## config.mk

```make
export PLATFORM = sky130hd
export DESIGN_NAME = term_char_write_ctrl
export DESIGN_NICKNAME = d
export VERILOG_FILES = /design/src/rtl/term_char_write_ctrl.sv
export SDC_FILE = /design/constraint.sdc
export NUM_CORES = 1
export LEC_CHECK = 0
export CAP_MARGIN = 25
export CELL_PAD_IN_SITES_DETAIL_PLACEMENT = 0
export CELL_PAD_IN_SITES_GLOBAL_PLACEMENT = 1
export CORE_AREA = 2 2 61 46
export CTS_CLUSTER_DIAMETER = 40
export CTS_CLUSTER_SIZE = 12
export DETAILED_ROUTE_END_ITERATION = 16
export DIE_AREA = 0 0 63 48
export DONT_BUFFER_PORTS = 1
export PLACE_DENSITY_LB_ADDON = 0.05
export SLEW_MARGIN = 25
export SYNTH_ARGS = -nofsm -noshare
export SYNTH_HDL_FRONTEND = slang
export SYNTH_SLANG_ARGS = --single-unit
```

## constraint.sdc

```tcl
create_clock -name cp_i -period 2.95 [get_ports cp_i]
set_clock_uncertainty 0.2 [all_clocks]
set_input_delay 0.295 -clock cp_i [delete_from_list [all_inputs] [get_ports cp_i]]
set_output_delay 0.295 -clock cp_i [all_outputs]
set_load 0.05 [all_outputs]
```

## src/rtl/term_char_write_ctrl.sv

```systemverilog
// Terminal character write controller.
// Takes ASCII characters from the PIA display port on a rising da level, folds them to the
// terminal's 6-bit character code, and waits for the cursor slot to reach the write point of the
// recirculating character memory. It then issues a one-cycle write strobe, or a newline request
// for carriage return. The PIA handshake is held off (rda low) until da returns low.
//
// Ports:
//   cp_i          clock, all state changes on rising edge
//   mr_i          asynchronous active-high reset
//   d_i[6:0]      ASCII character from the PIA
//   da_i          data-available level from the PIA, synchronous to cp_i
//   cursor_win_i  one-cycle pulse when the cursor slot is at the write point
//   clr_req_i     screen-clear request, aborts any pending character
//   rda_o         ready-for-data to the PIA, high only when idle
//   wr_en_o       one-cycle character-memory write strobe
//   wr_data_o     6-bit character code, valid with wr_en_o and held otherwise
//   cr_pulse_o    one-cycle newline request to the cursor logic
//   busy_o        high while waiting for the window or writing
// All outputs are registered.

module term_char_write_ctrl #(
  parameter logic [6:0] CrCode  = 7'h0D,
  parameter logic [6:0] DelCode = 7'h7F
) (
  input  logic       cp_i,
  input  logic       mr_i,
  input  logic [6:0] d_i,
  input  logic       da_i,
  input  logic       cursor_win_i,
  input  logic       clr_req_i,
  output logic       rda_o,
  output logic       wr_en_o,
  output logic [5:0] wr_data_o,
  output logic       cr_pulse_o,
  output logic       busy_o
);

  typedef enum logic [1:0] {StIdle, StWaitWin, StWrite, StAck} state_e;

  state_e     state_q, state_d;
  logic       da_q;
  logic [5:0] code_q, code_d;
  logic       is_cr_q, is_cr_d;
  logic       rda_q, rda_d;
  logic       wr_en_q, wr_en_d;
  logic       cr_q, cr_d;
  logic       busy_q, busy_d;
  logic [5:0] wr_data_q, wr_data_d;

  logic       da_rise;
  logic       in_is_cr;
  logic       in_discard;
  logic [5:0] in_code;

  assign da_rise    = da_i & ~da_q;
  assign in_is_cr   = (d_i == CrCode);
  assign in_discard = !in_is_cr && ((d_i < 7'h20) || (d_i == DelCode));
  // Subtracting 0x20 from a lower-case code (bits 6:5 = 11) only clears bit 5 of the kept 6 bits.
  assign in_code    = {d_i[5] & ~d_i[6], d_i[4:0]};

  always_comb begin
    state_d = state_q;
    code_d  = code_q;
    is_cr_d = is_cr_q;
    if (clr_req_i) begin
      // Clear wins over everything, including a da rise in the same cycle.
      state_d = da_i ? StAck : StIdle;
    end else begin
      unique case (state_q)
        StIdle: begin
          if (da_rise) begin
            if (in_discard) begin
              state_d = StAck;
            end else begin
              state_d = StWaitWin;
              code_d  = in_code;
              is_cr_d = in_is_cr;
            end
          end
        end
        StWaitWin: if (cursor_win_i) state_d = StWrite;
        StWrite:   state_d = StAck;
        StAck:     if (!da_i) state_d = StIdle;
        default:   state_d = StIdle;
      endcase
    end

    // Outputs are decoded from the next state so they register alongside it.
    rda_d     = (state_d == StIdle);
    busy_d    = (state_d == StWaitWin) || (state_d == StWrite);
    wr_en_d   = (state_d == StWrite) && !is_cr_d;
    cr_d      = (state_d == StWrite) && is_cr_d;
    wr_data_d = wr_en_d ? code_d : wr_data_q;
  end

  always_ff @(posedge cp_i or posedge mr_i) begin
    if (mr_i) begin
      state_q   <= StIdle;
      da_q      <= 1'b0;
      code_q    <= 6'h00;
      is_cr_q   <= 1'b0;
      rda_q     <= 1'b1;
      wr_en_q   <= 1'b0;
      cr_q      <= 1'b0;
      busy_q    <= 1'b0;
      wr_data_q <= 6'h00;
    end else begin
      state_q   <= state_d;
      da_q      <= da_i;
      code_q    <= code_d;
      is_cr_q   <= is_cr_d;
      rda_q     <= rda_d;
      wr_en_q   <= wr_en_d;
      cr_q      <= cr_d;
      busy_q    <= busy_d;
      wr_data_q <= wr_data_d;
    end
  end

  assign rda_o      = rda_q;
  assign wr_en_o    = wr_en_q;
  assign cr_pulse_o = cr_q;
  assign busy_o     = busy_q;
  assign wr_data_o  = wr_data_q;

endmodule

```

# [Yosys cells after proc, flatten, opt, wreduce, memory -nomap -nowiden]
# Index checks and enable logic that the tools add are counted.
[op_classes] bitwise=4 eq_ne=7 n_mux=15 n_lt_le_gt_ge=1 reduce_logical=9
[ops] op="$mux 6" count=4
[ops] op="$mux 2" count=6
[ops] op="$pmux 2 s4" count=1
[ops] op="$eq 7x4->1 const B" count=1
[ops] op="$eq 7x7->1 const B" count=1
[ops] op="$lt 7x6->1 const B" count=1
[ops] op="$eq 2x2->1 const B" count=3
[ops] op="$eq 2x1->1 const B" count=2
[ops] op="$logic_not 2->1" count=2
[ops] op="$mux 1" count=4
[ops] op="$logic_and 1x1->1" count=3
[ops] op="$and 1x1->1" count=2
[ops] op="$logic_not 1->1" count=2
[ops] op="$logic_or 1x1->1" count=2
[ops] op="$not 1->1" count=2
[totals] out_inout_bits=10 inputBits=12 word_cells=45 reg_bits=20

# [Depth between registers and ports, before layout]
[depth] ltp_word=9 depth_mapped=9 depth_no_buf=9

# [Least setup slack after synthesis]
# No wires, ideal clock.
[synth_path] path_kind="reg-to-reg" from="register state_q[0]" to="register wr_data_q[0] (netlist: wr_data_o[0])" path_stages_with_launch=9 period_less_slack_ns=2.086 slack_ns=0.864 path_buffers=0 arrival_ns=1.761 setup_ns=0.125 required_ns=2.625 path_cell_list="dfrtp_1 nor3_1 nand2_1 o22a_1 inv_2 ha_1 o211ai_1 inv_2 mux2_4"
[synth_between] elab_chain_cells=5 elab_cells_between_ends=16 classes_between="4 x eq/ne; 9 x mux; 3 x reduce/logical"
[synth_rtl] element="start: declaration" line="40" source="state_e state_q, state_d;"
[synth_rtl] element="start signal: assignment" line="98" source="state_q <= StIdle;"
[synth_rtl] element="start signal: assignment" line="108" source="state_q <= state_d;"
[synth_rtl] element="$eq 2x2->1 (tied with other cells)" line="69" source="unique case (state_q)"
[synth_rtl] element="$pmux 2 s4 (*)" line="69"
[synth_rtl] element="$mux 2 (*)" line="65" source="if (clr_req_i) begin"
[synth_rtl] element="net state_d[1]" line="40"
[synth_rtl] element="$eq 2x2->1 (*)" line="91" source="wr_en_d = (state_d == StWrite) && !is_cr_d;"
[synth_rtl] element="$logic_and 1x1->1 (*)" line="91"
[synth_rtl] element="net wr_en_d" line="45" source="logic wr_en_q, wr_en_d;"
[synth_rtl] element="end signal: assignment" line="116" source="wr_data_q <= wr_data_d;"
[synth_rtl] element="end: declaration" line="48" source="logic [5:0] wr_data_q, wr_data_d;"
# Mark *: on every way through the listed nets, which the timed path passes. The rest lies on a longest branch.
# A chain may end at the register's enable or synchronous reset.

# [Worst setup path in the final report]
# Ends and elaborated chain as after synthesis.

==> key figures <==
Run status
  – Status: finished, final reports clean

Setup path
  – CP max FO: 7
  – Critical path endpoint category: flip-flop
  – Crit Path Class: flip-flop to flip-flop
  – Worst r2r dst: wr_data_o[0]$_DFFE_PP0P_
  – Register-to-Register Path Depth: 8
  – Kind of start point of the critical path: flip-flop
  – WP data required: ~2900 ps
  – R2r setup slk: slightly below 700 ps
  – Critical path origin: state_q[0]$_DFF_PP0_
  – CP Data Arrival Time: ~2300 ps
  – R2R Path Start: state_q[0]$_DFF_PP0_

Timing
  – Slew margin rel.: around half
  – Total negative slack: 0 ps
  – Fin. Hold Viols: 0
  – RSZ-0062 raised after global routing: false
  – Worst Max-Slew Pin Slew: about 760 ps
  – Fin. max-slew vios: 0
  – Crit path time final: 2268 ps
  – Final setup fails: 0
  – Fin crit share: approximately 77%
  – Max Freq: about 0.44 GHz
  – Final WS setup: 682.1 ps

Placement
  – Place WS: 691.1 ps
  – Final HPWL DP: roughly 1200 um
  – Placed cell count: 100
  – GPL Wtd Cong: a little over 0.8
  – Port bufs: 0

Die
  – # rows: 15
  – Full die area: 0.003024 sq mm
  – Width of the die: about 63 um
  – Total core area: around 0.0024 sq mm
  – IO Count: 22
  – Initial core utilization: just under 40%
  – Chip height: about 48 um

Min path
  – Hold path start: d_i[0]
  – Worst min-delay path class: primary input to flip-flop
  – Hold Path Sink: is_cr_q$_DFF_PP0_
  – Hold-critical path depth: 2

GRT
  – Total congestion overflow: 0
  – First-pass GRT wire length: approximately 2800 um
  – GR Util All Layers: 13.41%
  – Initial antenna violation count: 0
  – Largest net degree at the start of global routing: 21
  – Vias in the first global route: around 570

Clock tree
  – Worst-Skew Late Latency: roughly 300 ps
  – Setup repair bufs after CTS: 0
  – CTS clk-pin slew, worst paths: about 110 ps
  – CTS Sinks: 20
  – Max Buffers Root-to-Sink: 2
  – CTS buffer count: 3
  – CTS tree: done
  – H-tree depth: 1
  – CTS Root Cell: clkbuf_4
  – PostCTS Resize Cnt: 0
  – # hold bufs at CTS: 7

Cells and area
  – # fillers: between 200 and 250
  – Fin cells: between 100 and 150
  – Share of layout cells above drive strength 1: about a third
  – Nets: 92
  – Ant diodes: 0
  – Area Overhead vs Synth: 17.89%
  – Layout Utilization: between 40% and 50%

Detailed routing
  – DRT Wirelength: about 1700 um
  – Vias post-DR: approximately 530
  – Via-to-Cell Ratio: ~4.8
  – Drt initial violations: 10
  – Routed Antenna Nets: 0
  – Pre-antenna DRT Iters: 4
  – Post-DR wirelength/cell: 15.48 um
  – Detailed-route DRC error count: 0

Run
  – Max_cap viols: 0

Synth
  – Avg Cell Area, Syn: between 10 and 15 sq um
  – Netlist cell types: 27
  – Seq cells post-synth: 20
  – Post-synthesis sequential area ratio: a little over half
  – Post-synth net total: 80
  – Synthesis warning total: 0
  – Synthesized area: 923.4 sq um
  – Synthesized instance count: 66

Power and ir drop
  – Total power: ~0.94 mW
  – Leakage power: roughly 0.49 nW
  – Pwr dens: 860.0 mW/mm^2
  – Peak supply drop: around 0.00039 V
[cell usage in the layout (no fill, tap or decap), types with 2 or more instances in the layout]
master,n
dfrtp_1,19
dlygate4sd3_1,7
a21oi_1,4
inv_2,2
mux2_4,12
ha_1,2
and2b_2,2
clkbuf_4,3
nand2_1,2
inv_1,3
nor2_1,2
[cells by family (layout without fill, tap and decap cells)]
kind of cell	count (synthesis)	in the layout	share of synthesized area, %
multiplexers	12	12	19.51
AO/OA/AOI/OAI	12	12	10.71
AND/OR/NAND/NOR	15	15	10.71
adder cells (fa/ha/maj)	2	2	2.710
buffers and inverters	5	16	2.033
flip-flops	20	20	54.34
[synth_stat cells, drive strengths merged]
library cell	n	share of area [%]
dfrtp	19	51
mux2	12	20
a21oi	5	3.9
inv	5	2.0
and2b	2	1.9
ha	2	2.7
nand2	2	0.81
nand2b	2	1.6
nor2	2	0.81
o21ai	2	1.1
a32oi	1	0.95
a41o	1	1.2
and2	1	0.68
and4	1	0.95
dfstp	1	2.8
nand3	1	0.54
nor3	1	0.54
nor3b	1	0.81
nor4	1	1.4
o211ai	1	0.81
o22a	1	0.95
o41ai	1	1.8
or2	1	0.68
[state kept, by name, indices dropped and copies added (netlist names)]
name and flops:
code_q 6, wr_data_o 6, state_q 2, busy_o 1, cr_pulse_o 1, da_q 1
is_cr_q 1, rda_o 1, wr_en_o 1
[worst max-delay path: stages (launching register included)]
cell and delay (ps):
dfrtp_1 450, nor3_1 260, nand2_1 140, o22a_1 270
inv_2 70, ha_1 150, o211ai_1 90, inv_2 210
mux2_4 320
[per-stage QoR]
stage	instance area (sq um)	hold WS, ps
finish	1089	13.33
detailed placement	965.9	126.8
floorplan	923.4	58.09
CTS	1089	12.00
global route	1089	12.44
global placement	965.9	126.7
[layer usage]
metal  vias up  track usage, %  wire [um]
li1        263               -          -
met2        19           17.87        697
met4         0           4.000         13
met3         2           6.588        135
met5         -               0          0
met1       247           18.97        871
[how the worst max path moves through the flow]
stage | end | slack (ps) | cells after the start
2_1_floorplan | wr_data_o[0]$_DFFE_PP0P_ | 860 | 8
3_3_place_gp | wr_data_o[1]$_DFFE_PP0P_ | 700 | 9
3_5_place_dp | wr_data_o[3]$_DFFE_PP0P_ | 690 | 8
4_1_cts | wr_data_o[0]$_DFFE_PP0P_ | 670 | 8
5_1_grt | wr_data_o[2]$_DFFE_PP0P_ | 480 | 8
6_report | wr_data_o[0]$_DFFE_PP0P_ | 680 | 8
[area by class of cell]
cell class	count	area, sq um	share of cell area [%]
clock buffer	3	22.52	2.069
clock inverter	1	30.03	2.759
inverter	5	18.77	1.724
multi-input combinational	41	402.9	37.01
sequential	20	501.7	46.09
tap	34	42.54	3.908
timing repair buffer	7	70.07	6.437
[report_power, final]
part	internal [mW]	leakage, nW	switching [mW]
combinational	0.110	0.211	0.0568
clock	0.137	0.0279	0.0829
sequential	0.348	0.249	0.201
total	0.595	0.488	0.341
Note: power is estimated with default switching activity, not from simulation.
